## src/rtl/serv_rf_ram_bridge.sv

```systemverilog
// Bridge between the bit-serial register-file port of serv_top and a word-wide RF RAM.
// Reads fetch word 0 for both ports up front, then prefetch each next word while the
// current one shifts out. Writes gather bits into per-port accumulators and strobe each
// completed word, port 0 first and port 1 one cycle later.
module serv_rf_ram_bridge #(
  parameter int unsigned WIDTH = 8,
  parameter int unsigned AW    = 6 + $clog2(32 / WIDTH)
) (
  input  logic             i_clk,
  input  logic             i_rst_n,
  input  logic             i_rreq,
  input  logic             i_wreq,
  output logic             o_ready,
  input  logic [5:0]       i_rreg0,
  input  logic [5:0]       i_rreg1,
  output logic             o_rdata0,
  output logic             o_rdata1,
  input  logic [5:0]       i_wreg0,
  input  logic [5:0]       i_wreg1,
  input  logic             i_wen0,
  input  logic             i_wen1,
  input  logic             i_wdata0,
  input  logic             i_wdata1,
  output logic [AW-1:0]    o_raddr,
  output logic             o_ren,
  input  logic [WIDTH-1:0] i_rdata,
  output logic [AW-1:0]    o_waddr,
  output logic [WIDTH-1:0] o_wdata,
  output logic             o_wen
);

  localparam int unsigned LW = $clog2(WIDTH);  // bit-in-word index width
  localparam int unsigned WW = 5 - LW;         // word-in-register index width
  localparam logic [WW-1:0] LastWord = {WW{1'b1}};
  localparam logic [LW-1:0] PosRd0 = LW'(WIDTH - 3);
  localparam logic [LW-1:0] PosRd1 = LW'(WIDTH - 2);
  localparam logic [LW-1:0] PosEnd = LW'(WIDTH - 1);

  typedef enum logic [1:0] {StIdle, StRfetch, StRstream, StWstream} state_e;

  state_e state_q, state_d;
  logic [5:0] cnt_q, cnt_d;

  // Read-side state
  logic [WIDTH-1:0] rbuf0_q;
  logic [WIDTH-1:0] sr0_q, sr1_q;
  logic             rbuf_ld, sr_ld;
  logic [4:0]       rbit;
  logic [WW-1:0]    rword, rword_nxt;

  // Write-side state
  logic [WIDTH-1:0] acc0_q;
  logic [WIDTH-2:0] acc1_q;
  logic [WIDTH-1:0] wbuf1_q;
  logic [WW-1:0]    wword_q;
  logic             w0_go_q, w1_arm_q, w1_go_q;
  logic [4:0]       wbit;
  logic             wsample, wlast;

  assign rbit      = cnt_q[4:0];
  assign rword     = rbit[4:LW];
  assign rword_nxt = rword + 1'b1;

  // Write stream bit k is taken at cnt = k + 1
  assign wbit    = cnt_q[4:0] - 5'd1;
  assign wsample = (state_q == StWstream) && (cnt_q != 6'd0) && (cnt_q <= 6'd32);
  assign wlast   = wsample && (wbit[LW-1:0] == PosEnd);

  // State and cycle counter register
  always_ff @(posedge i_clk or negedge i_rst_n) begin
    if (!i_rst_n) begin
      state_q <= StIdle;
      cnt_q   <= '0;
    end else begin
      state_q <= state_d;
      cnt_q   <= cnt_d;
    end
  end

  // Next-state: requests only sampled in idle, write wins a collision
  always_comb begin
    state_d = state_q;
    cnt_d   = cnt_q + 6'd1;
    case (state_q)
      StIdle: begin
        cnt_d = '0;
        if (i_wreq) begin
          state_d = StWstream;
        end else if (i_rreq) begin
          state_d = StRfetch;
        end
      end
      StRfetch: begin
        if (cnt_q == 6'd2) begin
          state_d = StRstream;
          cnt_d   = '0;
        end
      end
      StRstream: begin
        if (cnt_q == 6'd31) begin
          state_d = StIdle;
          cnt_d   = '0;
        end
      end
      StWstream: begin
        if (cnt_q == 6'd34) begin
          state_d = StIdle;
          cnt_d   = '0;
        end
      end
      default: begin
        state_d = StIdle;
        cnt_d   = '0;
      end
    endcase
  end

  // Read strobes, prefetch buffer capture and shift-register load points
  always_comb begin
    o_ren   = 1'b0;
    o_raddr = '0;
    rbuf_ld = 1'b0;
    sr_ld   = 1'b0;
    if (state_q == StRfetch) begin
      if (cnt_q == 6'd0) begin
        o_ren   = 1'b1;
        o_raddr = {i_rreg0, {WW{1'b0}}};
      end
      if (cnt_q == 6'd1) begin
        o_ren   = 1'b1;
        o_raddr = {i_rreg1, {WW{1'b0}}};
        rbuf_ld = 1'b1;
      end
      if (cnt_q == 6'd2) begin
        sr_ld = 1'b1;
      end
    end else if (state_q == StRstream && rword != LastWord) begin
      if (rbit[LW-1:0] == PosRd0) begin
        o_ren   = 1'b1;
        o_raddr = {i_rreg0, rword_nxt};
      end
      if (rbit[LW-1:0] == PosRd1) begin
        o_ren   = 1'b1;
        o_raddr = {i_rreg1, rword_nxt};
        rbuf_ld = 1'b1;
      end
      if (rbit[LW-1:0] == PosEnd) begin
        sr_ld = 1'b1;
      end
    end
  end

  // Read datapath; port 1 data arrives on the load edge so it goes straight to its shifter
  always_ff @(posedge i_clk or negedge i_rst_n) begin
    if (!i_rst_n) begin
      rbuf0_q <= '0;
      sr0_q   <= '0;
      sr1_q   <= '0;
    end else begin
      if (rbuf_ld) begin
        rbuf0_q <= i_rdata;
      end
      if (sr_ld) begin
        sr0_q <= rbuf0_q;
        sr1_q <= i_rdata;
      end else if (state_q == StRstream) begin
        sr0_q <= sr0_q >> 1;
        sr1_q <= sr1_q >> 1;
      end
    end
  end

  assign o_rdata0 = sr0_q[0];
  assign o_rdata1 = sr1_q[0];
  assign o_ready  = ((state_q == StRfetch) && (cnt_q == 6'd2)) ||
                    ((state_q == StWstream) && (cnt_q == 6'd0));

  // Write datapath; port 1 word is held one extra cycle while port 0 is strobed
  always_ff @(posedge i_clk or negedge i_rst_n) begin
    if (!i_rst_n) begin
      acc0_q   <= '0;
      acc1_q   <= '0;
      wbuf1_q  <= '0;
      wword_q  <= '0;
      w0_go_q  <= 1'b0;
      w1_arm_q <= 1'b0;
      w1_go_q  <= 1'b0;
    end else begin
      w0_go_q  <= 1'b0;
      w1_arm_q <= 1'b0;
      w1_go_q  <= w1_arm_q;
      if (wsample) begin
        acc0_q <= {i_wdata0, acc0_q[WIDTH-1:1]};
        acc1_q <= {i_wdata1, acc1_q[WIDTH-2:1]};
      end
      if (wlast) begin
        w0_go_q  <= i_wen0;
        w1_arm_q <= i_wen1;
        wword_q  <= wbit[4:LW];
        wbuf1_q  <= {i_wdata1, acc1_q};
      end
    end
  end

  // RAM write port mux
  always_comb begin
    o_wen   = w0_go_q | w1_go_q;
    o_waddr = '0;
    o_wdata = '0;
    if (w0_go_q) begin
      o_waddr = {i_wreg0, wword_q};
      o_wdata = acc0_q;
    end else if (w1_go_q) begin
      o_waddr = {i_wreg1, wword_q};
      o_wdata = wbuf1_q;
    end
  end

endmodule

```

## config.mk

```make
export PLATFORM = sky130hd
export DESIGN_NAME = serv_rf_ram_bridge
export DESIGN_NICKNAME = d
export VERILOG_FILES = /design/src/rtl/serv_rf_ram_bridge.sv
export SDC_FILE = /design/constraint.sdc
export NUM_CORES = 1
export LEC_CHECK = 0
export BUFFER_PORTS_ARGS = -buffer_cell sky130_fd_sc_hd__buf_2
export CAP_MARGIN = 20
export CORE_UTILIZATION = 30
export CTS_BUF_LIST = sky130_fd_sc_hd__clkbuf_8 sky130_fd_sc_hd__clkbuf_16
export DETAILED_ROUTE_END_ITERATION = 6
export PLACE_DENSITY = 0.48
export SETUP_SLACK_MARGIN = 0.2
export SLEW_MARGIN = 10
export SYNTH_ARGS = -nofsm -noshare
export SYNTH_HDL_FRONTEND = slang
export SYNTH_SLANG_ARGS = --single-unit
```

## constraint.sdc

```tcl
create_clock -name i_clk -period 4.3 [get_ports i_clk]
set_clock_uncertainty 0.05 [all_clocks]
set_input_delay 0.43 -clock i_clk [delete_from_list [all_inputs] [get_ports i_clk]]
set_output_delay 0.43 -clock i_clk [all_outputs]
set_load 0.03 [all_outputs]
```

==> results of run 1 <==
==> state kept, by name, summed over array words and instances (netlist names) <==
name      flops
acc0_q        8
rbuf0_q       8
sr0_q         8
sr1_q         8
wbuf1_q       8
acc1_q        7
cnt_q         6
state_q       2
wword_q       2
w0_go_q       1
w1_arm_q      1
w1_go_q       1
==> logic make-up (layout without fill, tap and decap cells) <==
family	after synthesis	after routing
adder cells (fa/ha/maj)	7	7
flip-flops	60	60
buffers and inverters	21	92
multiplexers	48	48
AO/OA/AOI/OAI	49	49
XOR/XNOR	7	7
AND/OR/NAND/NOR	66	66
==> synthesized netlist by cell type (3+ instances only) <==
master / count / area (um^2)
a21oi_1: 15 / 75.1
a22o_1: 19 / 166
and2_1: 4 / 25.0
buf_2: 6 / 30.0
buf_6: 3 / 33.8
clkbuf_1: 6 / 22.5
dfrtp_1: 60 / 1500
ha_1: 7 / 87.6
inv_1: 5 / 18.8
mux2_1: 10 / 113
mux2_2: 14 / 158
mux2_4: 8 / 120
mux2i_1: 16 / 160
nand2_1: 7 / 26.3
nand3_1: 9 / 45.0
nor2_1: 24 / 90.1
nor2b_1: 5 / 31.3
nor3_1: 3 / 15.0
o21ai_0: 7 / 35.0
xor2_1: 4 / 35.0
==> cell type report <==
cell class                      instances  area [um^2]  area share, %
Timing Repair Buffer                   71          367           9.93
Clock buffer                           13          179           4.85
Multi-Input combinational cell        177         1420           38.4
Sequential cell                        60         1500           40.7
Tap cell                              133          166           4.51
Inverter                                5         18.8          0.508
Clock inverter                          3         42.5           1.15
==> worst reg2reg max path: stages (launching register included) <==
cell and delay (ps):
dfrtp_1 500, ha_1 290, and4bb_2 330, nand2_1 80, nand2_1 450, mux2_2 400
==> report_power, final <==
part           switching, mW  internal (mW)
sequential             0.192          0.820
combinational          0.508          0.486
clock                  0.210          0.330
total                  0.909           1.64
==> worst paths after layout <==
kind	startpoint	to	slack, ps	cells past startpoint
max	cnt_q[3]$_DFF_PN0_	o_raddr[3]	1430	6
min	i_rst_n	acc0_q[5]$_DFFE_PN0P_	80	1
max reg2reg	cnt_q[3]$_DFF_PN0_	rbuf0_q[1]$_DFFE_PN0P_	2090	5
min reg2reg	w1_arm_q$_DFF_PN0_	w1_go_q$_DFF_PN0_	310	0
max in group asynchronous	i_rst_n	acc1_q[3]$_DFFE_PN0P_	3260	2
min in group i_clk	i_wen0	w0_go_q$_DFF_PN0_	270	2
==> routing by layer <==
| metal | vias to the layer above | global-route usage, % | wire length (um) |
|---|---|---|---|
| li1 | 1054 | - | - |
| met2 | 66 | 20.4 | 2690 |
| met3 | 4 | 3.21 | 313 |
| met5 | - | 0 | 0 |
| met1 | 996 | 14.2 | 2650 |
| met4 | 0 | 3.63 | 53 |
==> impl_metrics.toml, run 1 <==
[timing]
fin_ws_ps = 1430
max_slew_margin_pct = 33.2
setup_tns_ps = 0
fin_crit_ps = 2870
finalHoldViolations = 0
maxSlewViolCount = 0
fin_crit_sh_pct = 66.7
worst_slew_pin_slew_ps = 1000
setup-violations-final = 0
rsz0062_at_grt = "no"
holdWs_ps = 84.3
max_freq_ghz = 0.349

[grt]
grt_max_degree = 33
grt_pass1_vias = 2017
overflow = 0
grtUsageTotal_pct = 11.8
antenna_found_initial = 0
grt_pass1_wl_um = 9440

[yosys]
ys.flop_type = "dfrtp_1"
syn_area_mm2 = 0.00302
synth_adder_area_share_pct = 2.90
synth-xor-area-share_pct = 2.28
ys_warn_count = 0
synth_top_family_by_area = "multiplexers"
syn-num-nets = 305
synth_cell_types = 43
postSynthAreaPerCell_um2 = 11.7
synth_mux_area_share_pct = 18.2
yosys_register_bits = 60
synth_enable_flop_cells = 0
seq_area_frac_synth_pct = 49.6
syn_inst = 258
synth_compound_area_share_pct = 11.3
async_flop_share_pct = 100
yosys.area_share.simple_pct = 12.0

[critical_path]
crit_type = "flop to primary output"
cp_cell_sequence = "ha_1, and4bb_2, nand2_1, nand2_1, a22o_1, buf_2"
cp.arrival_ps = 2390
end_kind = "primary output"
cp_num_buf_inv = 1
crit_top_cell = "nand2_1"
cp.required_ps = 3820
max_stage_delay_ps = 500
critPathMaxFanout = 14
cp_slowest_cell = "dfrtp_1"
crit_path_start_kind = "flop"
critPathTopFamily = "simple AND/OR/NAND/NOR gates"

[placement]
dp_cells = 445
port_buffers = 68
hpwlAfterDp_um = 4160
place_ws_ps = 1740
place.gp.congestion = 0.800
dpl-instance-area_mm2 = 0.00346

[clock_tree]
cts_buffer_depth = 2
cts_buffers = 9
clk_latency_ps = 320
cts_max_level = 3
cts_tree = "built"
cts_resized = 0
hold_buffers = 0
post_cts_buffers = 0
root_buffer = "clkbuf_8"
clkTransAtPathRegs_ps = 70
cts.sinks = 60

[floorplanning]
start_util_pct = 30.9
die_area_mm2 = 0.0105
die_w_um = 102
core_area_mm2 = 0.00977
fp.dieH_um = 102
rows = 36
io_pins = 69

[layout]
num_antenna_cells = 0
finalInstanceArea_mm2 = 0.00369
final_cell_mix = "buf_2 (68), dfrtp_1 (60), nor2_1 (24)"
n_fill_cell = 973
final_util_pct = 37.8
layout_commonest_cell = "buf_2"
fin_cells = 462
layout-drive-gt1-share_pct = 35.9
final_nets = 371
synthToLayoutAreaGrowth_pct = 22.1

[routing]
viasPerCell = 4.59
vias = 2120
ant_nets = 0
drtPass1Iterations = 4
first_iter_violations = 79
wl_um = 5710
route.detailed.drc = 0
wl_per_cell_um = 12.4

[min_path]
holdCritPathClass = "primary input to async pin"

[pwr]
powerDensity_mw_per_mm2 = 690
ir_drop_mv = 0.307
p_total_mw = 2.55
leakage_nw = 1.83

[status]
status = "completed"

[flow_run]
max_cap_violations = 0
Power figures use the tool's default switching activity.
==> run 2: changes to the inputs <==
clock period = 2.9 ns   (was 4.3 ns; I/O delays follow)
==> run 2 against run 1 <==
Combinational power rose by 49%. Worst hold slack got worse by 24 ps. Global-route usage rose by 0.69 points. Critical path depth did not move. Total power rose by 44%. Sequential power rose by 50%. Core utilization fell by 0.24 points. Critical endpoint is now o_raddr[6]. Largest cell class unchanged.
==> impl_metrics.toml, run 2 (same netlist as run 1, synthesis figures left out) <==
[status]
status = "completed"

[critical_path]
crit_type = "flop to primary output"
cp_slowest_cell = "dfrtp_1"
cp_cell_sequence = "ha_1, and4bb_2, nand2_1, nand2_1, a22o_1, buf_2"
crit_path_start_kind = "flop"
cp.required_ps = 2560
cp.arrival_ps = 2090
end_kind = "primary output"
critPathMaxFanout = 9
crit_top_cell = "nand2_1"
max_stage_delay_ps = 510

[placement]
port_buffers = 68
place.gp.congestion = 0.793
dpl-instance-area_mm2 = 0.00349
dp_cells = 449
hpwlAfterDp_um = 4050

[routing]
met2_length_um = 2760
wl_met1_um = 2770
route.detailed.drc = 0
drtPass1Iterations = 6
wl_um = 5880
top_layer_used = "met4"
first_iter_violations = 93
wl_per_cell_um = 12.7
viasPerCell = 4.60
ant_nets = 0
wl_met3_um = 290
vias = 2129

[timing]
max_freq_ghz = 0.411
rsz0062_at_grt = "no"
max_slew_margin_pct = 49.4
setup_tns_ps = 0
maxSlewViolCount = 0
setup-violations-final = 0
fin_crit_ps = 2430
fin_crit_sh_pct = 83.9
worst_slew_pin_slew_ps = 759
finalHoldViolations = 0

[floorplanning]
fp.dieH_um = 102
core_area_mm2 = 0.00977
rows = 36
die_w_um = 102
die_area_mm2 = 0.0105
io_pins = 69
start_util_pct = 30.9

[pwr]
powerDensity_mw_per_mm2 = 999
ir_drop_mv = 0.372
leakage_nw = 1.83

[clock_tree]
cts_buffer_depth = 2
cts_tree = "built"
clk_latency_ps = 330
cts_max_level = 3
root_buffer = "clkbuf_8"
post_cts_buffers = 0
hold_buffers = 0
clkTransAtPathRegs_ps = 70
cts_resized = 0
cts.sinks = 60
cts_buffers = 9

[layout]
layout_commonest_cell = "buf_2"
layout-drive-gt1-share_pct = 36.4
fin_cells = 463
num_antenna_cells = 0
final_nets = 374
synthToLayoutAreaGrowth_pct = 21.3
finalInstanceArea_mm2 = 0.00367
final_cell_mix = "buf_2 (68), dfrtp_1 (60), nor2_1 (24)"

[grt]
grt_pass1_vias = 2100
grtUsageTotal_pct = 12.4
grt_pass1_wl_um = 9870
grt_max_degree = 61
antenna_found_initial = 0
overflow = 0

[flow_run]
max_cap_violations = 0

[min_path]
holdCritPathClass = "primary input to async pin"
-- run 2: changes by cell type in the layout (fill, tap and decap cells not counted) --
cell,previous run,this run
o21ai_2,0,1
bufinv_16,1,0
o21ai_1,1,0
clkbuf_8,13,12
buf_6,1,0
clkinv_2,1,2
buf_4,2,6
clkinvlp_4,1,0
-- run 2: worst paths after layout --
kind	startpoint	to	slack (ps)	cells after the start
max in group asynchronous	i_rst_n	sr1_q[7]$_DFFE_PN0P_	2240	2
worst max-delay path	cnt_q[3]$_DFF_PN0_	o_raddr[6]	470	6
min in group i_clk	i_wen0	w0_go_q$_DFF_PN0_	120	2
worst min register to register	w1_arm_q$_DFF_PN0_	w1_go_q$_DFF_PN0_	300	0
worst min-delay path	i_rst_n	acc0_q[5]$_DFFE_PN0P_	60	2
worst max register to register	cnt_q[3]$_DFF_PN0_	rbuf0_q[1]$_DFFE_PN0P_	760	6
-- run 2: routing by layer --
| layer | global-route usage, % | up-vias |
|---|---|---|
| li1 | - | 1060 |
| met1 | 15.4 | 1000 |
| met2 | 20.5 | 63 |
| met3 | 3.69 | 6 |
| met4 | 4.62 | 0 |
| met5 | 0 | - |
-- run 2: cell type report --
type | instances | area, um^2
Clock buffer | 12 | 165
Sequential cell | 60 | 1500
Timing Repair Buffer | 74 | 385
Clock inverter | 2 | 10.0
Fill cell | 997 | 6110
Multi-Input combinational cell | 177 | 1420
Tap cell | 133 | 166
Inverter | 5 | 18.8
-- run 2: per-stage QoR --
step,util (%),total power [mW],hold WS (ps),setup slack (ps)
after floorplan,-,2.69,-55.6,835
after global placement,35.7,3.00,283,755
after detailed placement,35.7,3.03,287,731
after CTS,37.5,3.73,91.9,356
after global routing,37.5,3.98,114,304
final,37.5,3.66,60.2,467
-- run 2: where the power goes --
part | leakage (nW) | switching (mW) | internal (mW)
combinational | 0.995 | 0.749 | 0.730
clock | 0.0941 | 0.309 | 0.368
sequential | 0.743 | 0.292 | 1.22
total | 1.83 | 1.35 | 2.31
-- run 2: critical path, delay by kind of cell (launching register included) --
kind	cells	cell delay, ps
buf+inv	1	190
compound gates	1	170
simple gates	3	620
fa+ha+maj	1	290
flops	1	510
==> run 3: changes to the inputs <==
clock period = 2.4 ns   (was 2.9 ns; I/O delays follow)
==> run 3 against run 2 <==
Register-to-register slack worse by 310 ps. Global-route usage about the same. Die area unchanged. Core utilization up 1.6 points. Worst setup slack worse by 260 ps. Worst hold slack better by 6.1 ps.
==> impl_metrics.toml, run 3 (same netlist as run 1, synthesis figures left out) <==
[layout]
seq_area_mm2 = 0.00151
final_nets = 385
num_antenna_cells = 0
final_util_pct = 39.1
final_cell_mix = "buf_2 (62), dfrtp_1 (55), nor2_1 (24)"
layout_commonest_cell = "buf_2"
n_fill_cell = 994
synthToLayoutAreaGrowth_pct = 26.5
layout-drive-gt1-share_pct = 41.2
multi_input_area_mm2 = 0.00146

[grt]
overflow = 0
grt_max_degree = 33
antenna_found_initial = 0
grt_pass1_vias = 2081
grtUsageTotal_pct = 12.5
grt_pass1_wl_um = 9820

[pwr]
clock_power_share_pct = 17.0
power.internal_mw = 2.87
power.switching_mw = 1.70
ir_drop_mv = 0.643
leakage_nw = 1.88
combinationalPowerShare_pct = 43.5
p_seq_share_pct = 39.5
p_sw_share_pct = 37.1
powerDensity_mw_per_mm2 = 1190

[routing]
ant_nets = 0
first_iter_violations = 56
wl_per_cell_um = 12.8
viasPerCell = 4.61
vias = 2190
wl_um = 6080
route.detailed.drc = 0
drtPass1Iterations = 4

[placement]
hpwlAfterDp_um = 4340
place.gp.congestion = 0.802
port_buffers = 68

[status]
status = "completed"

[critical_path]
max_stage_delay_ps = 460
crit_path_start_kind = "flop"
cp_slowest_cell = "dfrtp_2"
crit_type = "flop to primary output"
crit_start = "cnt_q[3]$_DFF_PN0_"
cp.required_ps = 2110
cp_cell_sequence = "ha_4, and4bb_2, nand3b_1, o21ai_4, a22o_1, buf_6"
cp.arrival_ps = 1900
reg2reg_depth = 6
critPathMaxFanout = 6
end_kind = "primary output"
r2r-start = "cnt_q[0]$_DFF_PN0_"

[clock_tree]
cts.sinks = 60
cts_buffers = 9
cts_max_level = 3
cts_buffer_depth = 2
cts_tree = "built"
root_buffer = "clkbuf_8"
clk_latency_ps = 330
clkTransAtPathRegs_ps = 70

[floorplanning]
fp.dieH_um = 102
core_area_mm2 = 0.00977
start_util_pct = 30.9
rows = 36
die_area_mm2 = 0.0105
die_w_um = 102
io_pins = 69

[flow_run]
max_cap_violations = 0

[timing]
setup_tns_ps = 0
setup-violations-final = 0
fin_crit_sh_pct = 91.3
worst_slew_pin_slew_ps = 565
fin_crit_ps = 2190
maxSlewViolCount = 0
max_freq_ghz = 0.457
rsz0062_at_grt = "yes"
finalHoldViolations = 0
max_slew_margin_pct = 62.4

[min_path]
holdCritPathClass = "primary input to flop"
hp-start = "i_wen0"
hold-path-cell-count = 2
-- run 3: area by class of cell --
class / instances / share of cell area, %
multi-input combinational: 177 / 38.1
tap: 133 / 4.35
clock inverter: 5 / 0.752
sequential: 60 / 39.4
clock buffer: 10 / 3.60
timing repair buffer: 85 / 13.3
inverter: 5 / 0.491
-- run 3: final timing paths --
kind                                     endpoint  slack [ps]
setup / recovery                       o_raddr[2]         210
hold / removal                  w0_go_q$_DFF_PN0_          70
setup reg to reg               cnt_q[2]$_DFF_PN0_         450
hold reg to reg                 w1_go_q$_DFF_PN0_         300
max in group asynchronous  wbuf1_q[2]$_DFFE_PN0P_        1240
min in group asynchronous   acc0_q[4]$_DFFE_PN0P_         390
-- run 3: power by group through the flow --
stage          combinational (mW)  sequential (mW)  clock, mW
2_1_floorplan                1.54             1.72          0
3_3_place_gp                 1.84             1.82          0
3_5_place_dp                 1.87             1.83          0
4_1_cts                      1.95             1.82      0.818
5_1_grt                      2.21             1.87      0.859
6_report                     1.99             1.80      0.777
-- run 3: what timing repair did --
action,4_1_cts,5_1_grt
resized for setup,19,7
endpoints found under the hold margin,22,0
hold buffers,1,0
buffers inserted,2,4
setup endpoints to repair,9,20
pin swaps,2,6
-- run 3: layer usage --
| layer | global-route usage (%) | vias to the layer above | wire (um) |
|---|---|---|---|
| li1 | - | 1077 | - |
| met1 | 15.4 | 1035 | 2780 |
| met2 | 20.4 | 70 | 2880 |
| met3 | 3.56 | 8 | 323 |
| met4 | 5.27 | 0 | 91 |
| met5 | 0 | - | 0 |
-- run 3: metrics by stage --
stage,cells,worst slack [ps],total power [mW],cell area [um^2],hold WS [ps]
detailed placement,453,290,3.70,3520,216
finish,475,210,4.57,3830,66.3
CTS,471,208,4.58,3770,52.0
global placement,453,334,3.66,3520,216
global route,475,122,4.94,3830,47.3
floorplan,258,385,3.26,3020,-106
-- run 3: critical path: cells and delay by family (launching register included) --
family / cells / cell delay [ps]
AO/OA/AOI/OAI: 2 / 330
AND/OR/NAND/NOR: 2 / 450
flip-flops: 1 / 460
adder cells (fa/ha/maj): 1 / 180
buffers and inverters: 1 / 140
